### config.mk
export PLATFORM = sky130hd
export DESIGN_NAME = inst_encoder_flat
export DESIGN_NICKNAME = d
export VERILOG_FILES = /design/src/rtl/inst_encoder_if.sv /design/src/rtl/inst_encoder.sv /design/src/flat_wrapper.sv
export SDC_FILE = /design/constraint.sdc
export NUM_CORES = 1
export LEC_CHECK = 0
export BUFFER_PORTS_ARGS = -buffer_cell sky130_fd_sc_hd__clkbuf_2
export CAP_MARGIN = 30
export CORE_MARGIN = 5
export CORE_UTILIZATION = 54
export CTS_CLUSTER_SIZE = 8
export DETAILED_ROUTE_END_ITERATION = 12
export GPL_ROUTABILITY_DRIVEN = 1
export GPL_TIMING_DRIVEN = 0
export PLACE_DENSITY = 0.77
export REMOVE_ABC_BUFFERS = 1
export SYNTH_ARGS = -nofsm -noshare
export SYNTH_HDL_FRONTEND = slang
export SYNTH_SLANG_ARGS = --single-unit
export TNS_END_PERCENT = 20
### constraint.sdc
create_clock -name clk -period 3.4 [get_ports clk]
set_input_delay 0.51 -clock clk [delete_from_list [all_inputs] [get_ports clk]]
set_output_delay 0.51 -clock clk [all_outputs]
set_load 0.02 [all_outputs]
### src/rtl/inst_encoder_if.sv
// Field-bundle input stream and encoded-word output stream of the instruction encoder.
interface inst_encoder_if #(
    parameter int unsigned ADDR_W = 32
);
    logic              in_valid;
    logic              in_ready;
    logic [3:0]        op_sel;
    logic [3:0]        alu_fn;
    logic [4:0]        rs;
    logic [4:0]        rt;
    logic [4:0]        rd;
    logic [4:0]        shamt;
    logic [15:0]       imm;
    logic [25:0]       instr_index;
    logic              out_valid;
    logic              out_ready;
    logic [31:0]       out_word;
    logic [ADDR_W-1:0] out_addr;

    modport master (
        output in_valid, op_sel, alu_fn, rs, rt, rd, shamt, imm, instr_index, out_ready,
        input  in_ready, out_valid, out_word, out_addr
    );

    modport slave (
        input  in_valid, op_sel, alu_fn, rs, rt, rd, shamt, imm, instr_index, out_ready,
        output in_ready, out_valid, out_word, out_addr
    );
endinterface

### src/rtl/inst_encoder.sv
// Assembles MIPS instruction words from decoded fields, buffers them in a FIFO
// and streams each word with its instruction-memory byte address.
module inst_encoder #(
    parameter int unsigned DEPTH  = 4,
    parameter int unsigned ADDR_W = 32
) (
    input  logic              clk,
    input  logic              rst_n,
    inst_encoder_if.slave     bus,
    input  logic              load_base,
    input  logic [ADDR_W-1:0] base_addr,
    input  logic              clear_err,
    output logic              err,
    output logic [7:0]        illegal_cnt
);
    localparam int unsigned PTR_W = $clog2(DEPTH);
    localparam int unsigned CNT_W = PTR_W + 1;

    typedef enum logic [3:0] {
        OP_RTYPE = 4'd0,
        OP_ADDIU = 4'd1,
        OP_ADDI  = 4'd2,
        OP_ANDI  = 4'd3,
        OP_ORI   = 4'd4,
        OP_XORI  = 4'd5,
        OP_SLTI  = 4'd6,
        OP_LW    = 4'd7,
        OP_SW    = 4'd8,
        OP_BEQ   = 4'd9,
        OP_BNE   = 4'd10,
        OP_J     = 4'd11
    } op_e;

    logic [5:0]        funct;
    logic              fn_ok;
    logic [5:0]        opcode;
    logic              enc_ok;
    logic [31:0]       enc_word;
    logic              accept;
    logic              push;
    logic              pop;
    logic              illegal;
    logic [31:0]       mem [DEPTH];
    logic [PTR_W-1:0]  wr_ptr;
    logic [PTR_W-1:0]  rd_ptr;
    logic [CNT_W-1:0]  count;
    logic [CNT_W-1:0]  cnt_nxt;
    logic              rdy_q;
    logic [ADDR_W-1:0] addr_q;

    always_comb begin
        funct = '0;
        fn_ok = 1'b1;
        case (bus.alu_fn)
            4'b0000: funct = 6'b100000;
            4'b0001: funct = 6'b100010;
            4'b0010: funct = 6'b100101;
            4'b0011: funct = 6'b100100;
            4'b0100: funct = 6'b100110;
            4'b0110: funct = 6'b000100;
            4'b1000: funct = 6'b101010;
            4'b1111: funct = 6'b100111;
            default: fn_ok = 1'b0;
        endcase
    end

    always_comb begin
        opcode = '0;
        enc_ok = 1'b1;
        case (bus.op_sel)
            OP_RTYPE: enc_ok = fn_ok;
            OP_ADDIU: opcode = 6'b001001;
            OP_ADDI:  opcode = 6'b001000;
            OP_ANDI:  opcode = 6'b001100;
            OP_ORI:   opcode = 6'b001101;
            OP_XORI:  opcode = 6'b001110;
            OP_SLTI:  opcode = 6'b001010;
            OP_LW:    opcode = 6'b100011;
            OP_SW:    opcode = 6'b101011;
            OP_BEQ:   opcode = 6'b000100;
            OP_BNE:   opcode = 6'b000101;
            OP_J:     opcode = 6'b000010;
            default:  enc_ok = 1'b0;
        endcase
        if (bus.op_sel == OP_RTYPE)
            enc_word = {6'b000000, bus.rs, bus.rt, bus.rd, bus.shamt, funct};
        else if (bus.op_sel == OP_J)
            enc_word = {opcode, bus.instr_index};
        else
            enc_word = {opcode, bus.rs, bus.rt, bus.imm};
    end

    assign accept  = bus.in_valid & bus.in_ready;
    assign push    = accept & enc_ok;
    assign illegal = accept & ~enc_ok;
    assign pop     = bus.out_valid & bus.out_ready;

    always_comb begin
        cnt_nxt = count;
        case ({push, pop})
            2'b10:   cnt_nxt = count + CNT_W'(1);
            2'b01:   cnt_nxt = count - CNT_W'(1);
            default: cnt_nxt = count;
        endcase
    end

    always_ff @(posedge clk) begin
        if (push)
            mem[wr_ptr] <= enc_word;
    end

    // in_ready is a registered view of the post-update occupancy, so a pop
    // from a full FIFO opens the input only on the following cycle.
    always_ff @(posedge clk) begin
        if (!rst_n) begin
            wr_ptr <= '0;
            rd_ptr <= '0;
            count  <= '0;
            rdy_q  <= 1'b0;
        end else begin
            if (push) wr_ptr <= wr_ptr + PTR_W'(1);
            if (pop)  rd_ptr <= rd_ptr + PTR_W'(1);
            count <= cnt_nxt;
            rdy_q <= (cnt_nxt < CNT_W'(DEPTH));
        end
    end

    always_ff @(posedge clk) begin
        if (!rst_n) begin
            addr_q <= '0;
        end else if (load_base) begin
            addr_q <= {base_addr[ADDR_W-1:2], 2'b00};
        end else if (pop) begin
            addr_q <= addr_q + ADDR_W'(4);
        end
    end

    // An illegal accept coinciding with clear_err leaves exactly one recorded error.
    always_ff @(posedge clk) begin
        if (!rst_n) begin
            err         <= 1'b0;
            illegal_cnt <= '0;
        end else if (illegal) begin
            err <= 1'b1;
            if (clear_err)
                illegal_cnt <= 8'd1;
            else if (illegal_cnt != '1)
                illegal_cnt <= illegal_cnt + 8'd1;
        end else if (clear_err) begin
            err         <= 1'b0;
            illegal_cnt <= '0;
        end
    end

    assign bus.in_ready  = rdy_q;
    assign bus.out_valid = (count != '0);
    assign bus.out_word  = bus.out_valid ? mem[rd_ptr] : '0;
    assign bus.out_addr  = addr_q;
endmodule

### src/flat_wrapper.sv
// flat-port wrapper written by rule: the top's interface ports become plain ports
module inst_encoder_flat 
#(
    parameter int unsigned DEPTH  = 4,
    parameter int unsigned ADDR_W = 32
)
  (clk, rst_n, load_base, base_addr, clear_err, err, illegal_cnt, bus_in_valid, bus_op_sel, bus_alu_fn, bus_rs, bus_rt, bus_rd, bus_shamt, bus_imm, bus_instr_index, bus_out_ready, bus_in_ready, bus_out_valid, bus_out_word, bus_out_addr);
  inst_encoder_if #(.ADDR_W(ADDR_W)) bus_i ();
  input  logic clk;
  input  logic rst_n;
  input  logic load_base;
  input  logic [ADDR_W-1:0] base_addr;
  input  logic clear_err;
  output logic err;
  output logic [7:0] illegal_cnt;
  input wire logic [$bits(bus_i.in_valid)-1:0] bus_in_valid;
  input wire logic [$bits(bus_i.op_sel)-1:0] bus_op_sel;
  input wire logic [$bits(bus_i.alu_fn)-1:0] bus_alu_fn;
  input wire logic [$bits(bus_i.rs)-1:0] bus_rs;
  input wire logic [$bits(bus_i.rt)-1:0] bus_rt;
  input wire logic [$bits(bus_i.rd)-1:0] bus_rd;
  input wire logic [$bits(bus_i.shamt)-1:0] bus_shamt;
  input wire logic [$bits(bus_i.imm)-1:0] bus_imm;
  input wire logic [$bits(bus_i.instr_index)-1:0] bus_instr_index;
  input wire logic [$bits(bus_i.out_ready)-1:0] bus_out_ready;
  output wire logic [$bits(bus_i.in_ready)-1:0] bus_in_ready;
  output wire logic [$bits(bus_i.out_valid)-1:0] bus_out_valid;
  output wire logic [$bits(bus_i.out_word)-1:0] bus_out_word;
  output wire logic [$bits(bus_i.out_addr)-1:0] bus_out_addr;
  assign bus_i.in_valid = bus_in_valid;
  assign bus_i.op_sel = bus_op_sel;
  assign bus_i.alu_fn = bus_alu_fn;
  assign bus_i.rs = bus_rs;
  assign bus_i.rt = bus_rt;
  assign bus_i.rd = bus_rd;
  assign bus_i.shamt = bus_shamt;
  assign bus_i.imm = bus_imm;
  assign bus_i.instr_index = bus_instr_index;
  assign bus_i.out_ready = bus_out_ready;
  assign bus_in_ready = bus_i.in_ready;
  assign bus_out_valid = bus_i.out_valid;
  assign bus_out_word = bus_i.out_word;
  assign bus_out_addr = bus_i.out_addr;
  inst_encoder #(.DEPTH(DEPTH), .ADDR_W(ADDR_W)) u_core (.clk(clk), .rst_n(rst_n), .bus(bus_i), .load_base(load_base), .base_addr(base_addr), .clear_err(clear_err), .err(err), .illegal_cnt(illegal_cnt));
endmodule
# --- Word level (Yosys, flattened, before mapping) ---
# Memories as Yosys holds them, arrays and structs flattened. A register that Yosys moved wholly into a read port is not among the register bits.
# Cells that the tools add are included.
word_totals:
  memories: 1
  reg_bits: 49
  ram_bits: 128
  output_inout_bits: 75
mem_list:
  columns: ["memory", "depth", "width", "rd", "rd_ports_with_merged_regs", "write_ports", "line", "rtl"]
  rows:
  - ["u_core.mem", 4, 32, 1, 1, 1, "inst_encoder.sv:43", "logic [31:0] mem [DEPTH];"]
op_classes:
  n_lt_le_gt_ge: 1
  n_addsub: 6
  eq_ne: 21
  reduce_logical: 10
  n_bitwise: 6
  mux: 20
op_table:
  columns: ["cell", "count"]
  rows:
  - ["32-bit 2-to-1 mux", 4]
  - ["6-bit case mux with 11 select lines", 1]
  - ["6-bit case mux with 8 select lines", 1]
  - ["32-bit by 3-bit adder with 32-bit output (second input constant)", 1]
  - ["8-bit 2-to-1 mux", 4]
  - ["26-bit 2-to-1 mux", 1]
  - ["4-bit by 3-bit == test with 1-bit output (second input constant)", 6]
  - ["4-bit == test (second input constant)", 6]
  - ["4-bit by 2-bit == test with 1-bit output (second input constant)", 4]
  - ["11-bit OR reduction", 1]
  - ["8-bit by 1-bit adder with 8-bit output (second input constant)", 1]
  - ["4-bit by 1-bit == test with 1-bit output (second input constant)", 2]
  - ["4-bit zero test", 2]
  - ["8-bit inequality test (second input constant)", 1]
  - ["8-bit OR reduction", 1]
  - ["3-bit case mux with 2 select lines", 1]
  - ["2-bit nonzero test", 3]
  - ["1-bit 2-to-1 mux", 5]
  - ["2-bit by 1-bit adder with 2-bit output (second input constant)", 2]
  - ["1-bit AND", 4]
  - ["2-bit 2-to-1 mux", 2]
  - ["3-bit by 1-bit adder with 3-bit output (second input constant)", 1]
  - ["3-bit less-than comparator (second input constant)", 1]
  - ["3-bit nonzero test", 1]
  - ["7 further kinds", 8]

# --- Longest topological paths before layout ---
depth:
  depth_word: 8
  depth_mapped: 11
  mapped_depth_nobuf: 10

# --- Least setup slack after synthesis ---
# OpenSTA, ideal clock, no wires.
synth_timing:
  kind: "input port to flip-flop"
  startpoint: "input bus_alu_fn[0]"
  endpoint: "memory u_core.mem[0][0], enable pin"
  t_required_ns: 3.009
  arrival_ns: 2.443
  setup_slack_ns: 0.566
  path_buffers: 1
  path_stages: 5
  cell_sequence: "clkbuf_1 -> nor3_1 -> nor4_4 -> nor3_1 -> and2_1"
synth_via:
  elab_chain_len: 7
synth_rtl:
  columns: ["element", "line", "rtl"]
  rows:
  - ["start: declaration", "flat_wrapper.sv:18", "input wire logic [$bits(bus_i.alu_fn)-1:0] bus_alu_fn;"]
  - ["4-bit by 1-bit == test with 1-bit output (tied with other cells)", "inst_encoder.sv:54", "case (bus.alu_fn)"]
  - ["8-bit OR reduction (no source line) *", null, null]
  - ["1-bit 2-to-1 mux *", "inst_encoder.sv:54", null]
  - ["1-bit case mux with 2 select lines *", "inst_encoder.sv:70", "case (bus.op_sel)"]
  - ["1-bit AND *", "inst_encoder.sv:94", "assign push = accept & enc_ok;"]
  - ["1-bit 2-to-1 mux *", "inst_encoder.sv:108", "if (push)"]
  - ["1-bit 2-to-1 mux (implied by the code) *", "inst_encoder.sv:109", "mem[wr_ptr] <= enc_word;"]
  - ["end: declaration", "inst_encoder.sv:43", null]
# Every way passes the cells marked *; elsewhere a longest branch is shown, timed or not.

==> summary.md <==
| Metric | Value |
|---|---|
| Run status | `complete, no violations` |
| Placeable core region | `14,480 sq um` |
| Startpoint class of the critical path | `register` |
| WL met1 | `7.128 mm` |
| Insertion delay to the later sink of the worst-skew pair | `0.42 ns` |
| Post-detailed-placement cell area | `9022 sq um` |
| Power Density | `621.8 nW/um^2` |
| Static leakage | `3.695 nW` |
| Share of the yosys chip area belonging to registers | `59.41%` |
| Non-filler cells, final | `970` |
| DR WL/cell | `18.08 microns` |
| Largest area contributor in the synthesized netlist | `sky130_fd_sc_hd__edfxtp_1` |
| Buffering stage count on the worst path with inverters included | `2` |
| Wire length of the first global-routing pass | `27.86 mm` |
| Cell Area, Synth | `7919 sq um` |
| Seq cells post-synth | `173` |
| Htree depth | `4` |
| Wire length on met3 | `1.382 mm` |
| I/O Pins | `183` |
| Mean area per synthesized cell | `13.05 sq um` |
| Worst setup slack before clock tree synthesis | `0.2311 ns` |
| Dominant cells by area after synthesis | `sky130_fd_sc_hd__edfxtp_1, sky130_fd_sc_hd__dfxtp_1, sky130_fd_sc_hd__mux4_2` |
| Share of synthesized flip-flops with an asynchronous set or reset | `0%` |
| Fraction of post-synthesis cell area in the top cell type by area | `47.02%` |
| Number of instances in the synthesized netlist | `607` |
| Sum of routed wire length over all layers | `17.54 mm` |
| Via count of the first global-routing pass | `5,595` |
| RR Startpoint | `u_core.count[0]` |
| Max-cap violations | `0` |
| Placed insts | `938` |
| Antenna violations before repair | `0` |
| CTS hold repair buffers | `0` |
| Die Outline Area | `17,190 sq um` |
| Worst-Margin Slew | `0.9315 ns` |
| Dominant synthesized flop cell | `sky130_fd_sc_hd__edfxtp_1` |
| Starting density of the core | `54.69%` |
| Max Clock Skew | `0.008267 ns` |
| Die Ht | `131.1 microns` |
| Nature of the critical path endpoint | `output pin` |
| Overall overflow remaining after global route | `0` |
| Top routing layer in use | `met4` |
| Pin count of the biggest net entering global routing | `47` |
| Slew Limit Headroom | `37.38%` |
| Biggest cell delay along the critical path | `0.70 ns` |
| Num Clock Sinks | `173` |
| Post-route DRC violation count | `0` |
| Kind of cell with the highest combined delay on the critical path | `flip-flops` |
| Maximum frequency from static timing analysis | `360.2 MHz` |
| Setup repair after global routing missed its margin | `false` |
| CTS Buf Count | `17` |
| Die width | `131.1 microns` |
| Pins Over Slew Limit | `0` |
| Post-synthesis to final-layout area growth | `20.87%` |
| Post-CTS setup buffer count | `0` |
| Most numerous cell in the Yosys netlist | `sky130_fd_sc_hd__edfxtp_1` |
| HPWL after detailed placement | `11.83 mm` |
| Setup_tns | `0 ns` |
| Clock period minus final worst setup slack | `2.776 ns` |
| Number of gates resized after cts | `0` |
| Required time at the worst-slack endpoint | `2.89 ns` |
| HP Class | `input pin to register` |
| Number of warning messages in the yosys log | `0` |
| Total Nets Final | `889` |
| IO buf count | `177` |
| Routed via count | `5,542` |
| EDFF count, synth | `124` |
| Library cell used as clock root buffer | `sky130_fd_sc_hd__clkbuf_16` |
| Count of different cell masters after synthesis | `52` |
| Overall fraction of global-route tracks in use | `21.13%` |
| Highest-delay cell along the critical path | `sky130_fd_sc_hd__dfxtp_2` |
| Count of endpoints failing hold in the final timing report | `0` |
| Top cell types by occurrence after synthesis | `sky130_fd_sc_hd__edfxtp_1, sky130_fd_sc_hd__dfxtp_1, sky130_fd_sc_hd__and2_1, sky130_fd_sc_hd__o21ai_0, sky130_fd_sc_hd__nand2_1` |
| Fraction of final layout cells sized beyond drive strength 1 | `34.48%` |
| Post-route setup slack | `0.6238 ns` |
| Setup Viol. Count Final | `0` |
| Average via count per standard cell | `5.713` |
| Clock slew seen by the registers of the worst setup and hold paths | `0.06 ns` |
| Share of the clock period used by the worst path | `81.65%` |
| Hold path startpoint | `base_addr[5]` |
| Clock Tree Buf Depth | `2` |
| Drt initial violations | `436` |
| Detail Route met2 WL | `8.765 mm` |
| Total power after layout | `5.951 mW` |
| GP Congestion | `0.8733` |
| Critical path class | `register to output pin` |
| Drt first pass iters | `7` |
| Worst path arrival time | `2.27 ns` |
| CTS tree | `yes` |
| Number of nets with antenna violations after detailed routing | `0` |
| Fin area | `9572 sq um` |
| Cell Chain, Critical Path | `buf_12 > mux4_2 > and2_1 > clkbuf_2` |
| Diodes inserted | `0` |
| Highest ir drop seen on vdd | `372.2 uV` |
| Site Rows | `44` |
| CP max FO | `17` |
==> cell usage in the layout, fill, tap and decap left out, drive strengths merged, types with 12 or more instances in the layout <==
cell type    n
clkbuf     194
edfxtp     124
o21ai       50
dfxtp       49
and2        48
nand2       35
a21oi       33
mux4        31
xor2        25
nand3       23
mux2i       18
nor2        13
nand4       13
xnor2       12
==> worst reg2reg max path: cells and delay by family, from the launching register on <==
family                     cells  cell delay (ns)
DFF                            1             0.36
and+or+nand+nor                2             0.24
AOI/OAI and AO/OA              1             0.70
xor gates and xnor gates       2             0.28
adders and majority gates      2             0.68
buffers and inverters          1             0.19
==> power breakdown <==
part / switching [mW] / total [mW] / leakage [nW] / internal, mW
logic: 0.905 / 1.62 / 1.91 / 0.719
registers: 0.135 / 2.52 / 1.53 / 2.39
clock network: 0.801 / 1.80 / 0.253 / 1.00
total: 1.84 / 5.95 / 3.70 / 4.11
==> flip-flops by register name, indices dropped and copies added, names as in the netlist, named ones only <==
name and cells:
u_core.illegal_cnt 8, u_core.bus.in_ready 1, u_core.bus.out_addr 30, u_core.mem 124, u_core.err 1, u_core.wr_ptr 2, u_core.rd_ptr 2, u_core.count 2
==> cells by family after synthesis <==
group | synth area share, %
AOI/OAI and AO/OA | 7.695
xor gates and xnor gates | 4.092
adders and majority gates | 1.359
buffers and inverters | 2.386
DFF | 59.41
muxes | 12.51
other | 0.04736
and+or+nand+nor | 12.50
==> per-layer routing <==
layer	GRT usage, %	up-vias
li1	-	2603
met2	35.33	240
met5	0	-
met1	27.21	2678
met3	5.105	21
met4	7.078	0
==> metrics by stage <==
stage	hold WS [ns]	util, %
floorplan	0.4690	-
global placement	0.4584	61.36
detailed placement	0.4772	62.31
CTS	0.2982	66.11
global route	0.3267	66.11
finish	0.3212	66.11
==> path summary, 6_finish.rpt <==
path | depth (start not counted) | end | slack [ns]
max | 4 | bus_out_word[3] | 0.62
min | 2 | u_core.bus.out_addr[5] | 0.32
max reg2reg | 8 | u_core.bus.in_ready | 0.85
min reg2reg | 2 | u_core.err | 0.49
==> area by class of cell <==
cell class / instances / area [sq um]
inverter: 8 / 30.03
clock buffer: 17 / 425.4
sequential: 173 / 4707
fill: 1060 / 4907
tap: 184 / 230.2
multi-input combinational: 389 / 3044
timing repair buffer: 184 / 1011
clock inverter: 15 / 123.9
Note: power is estimated with default switching activity, not from simulation.
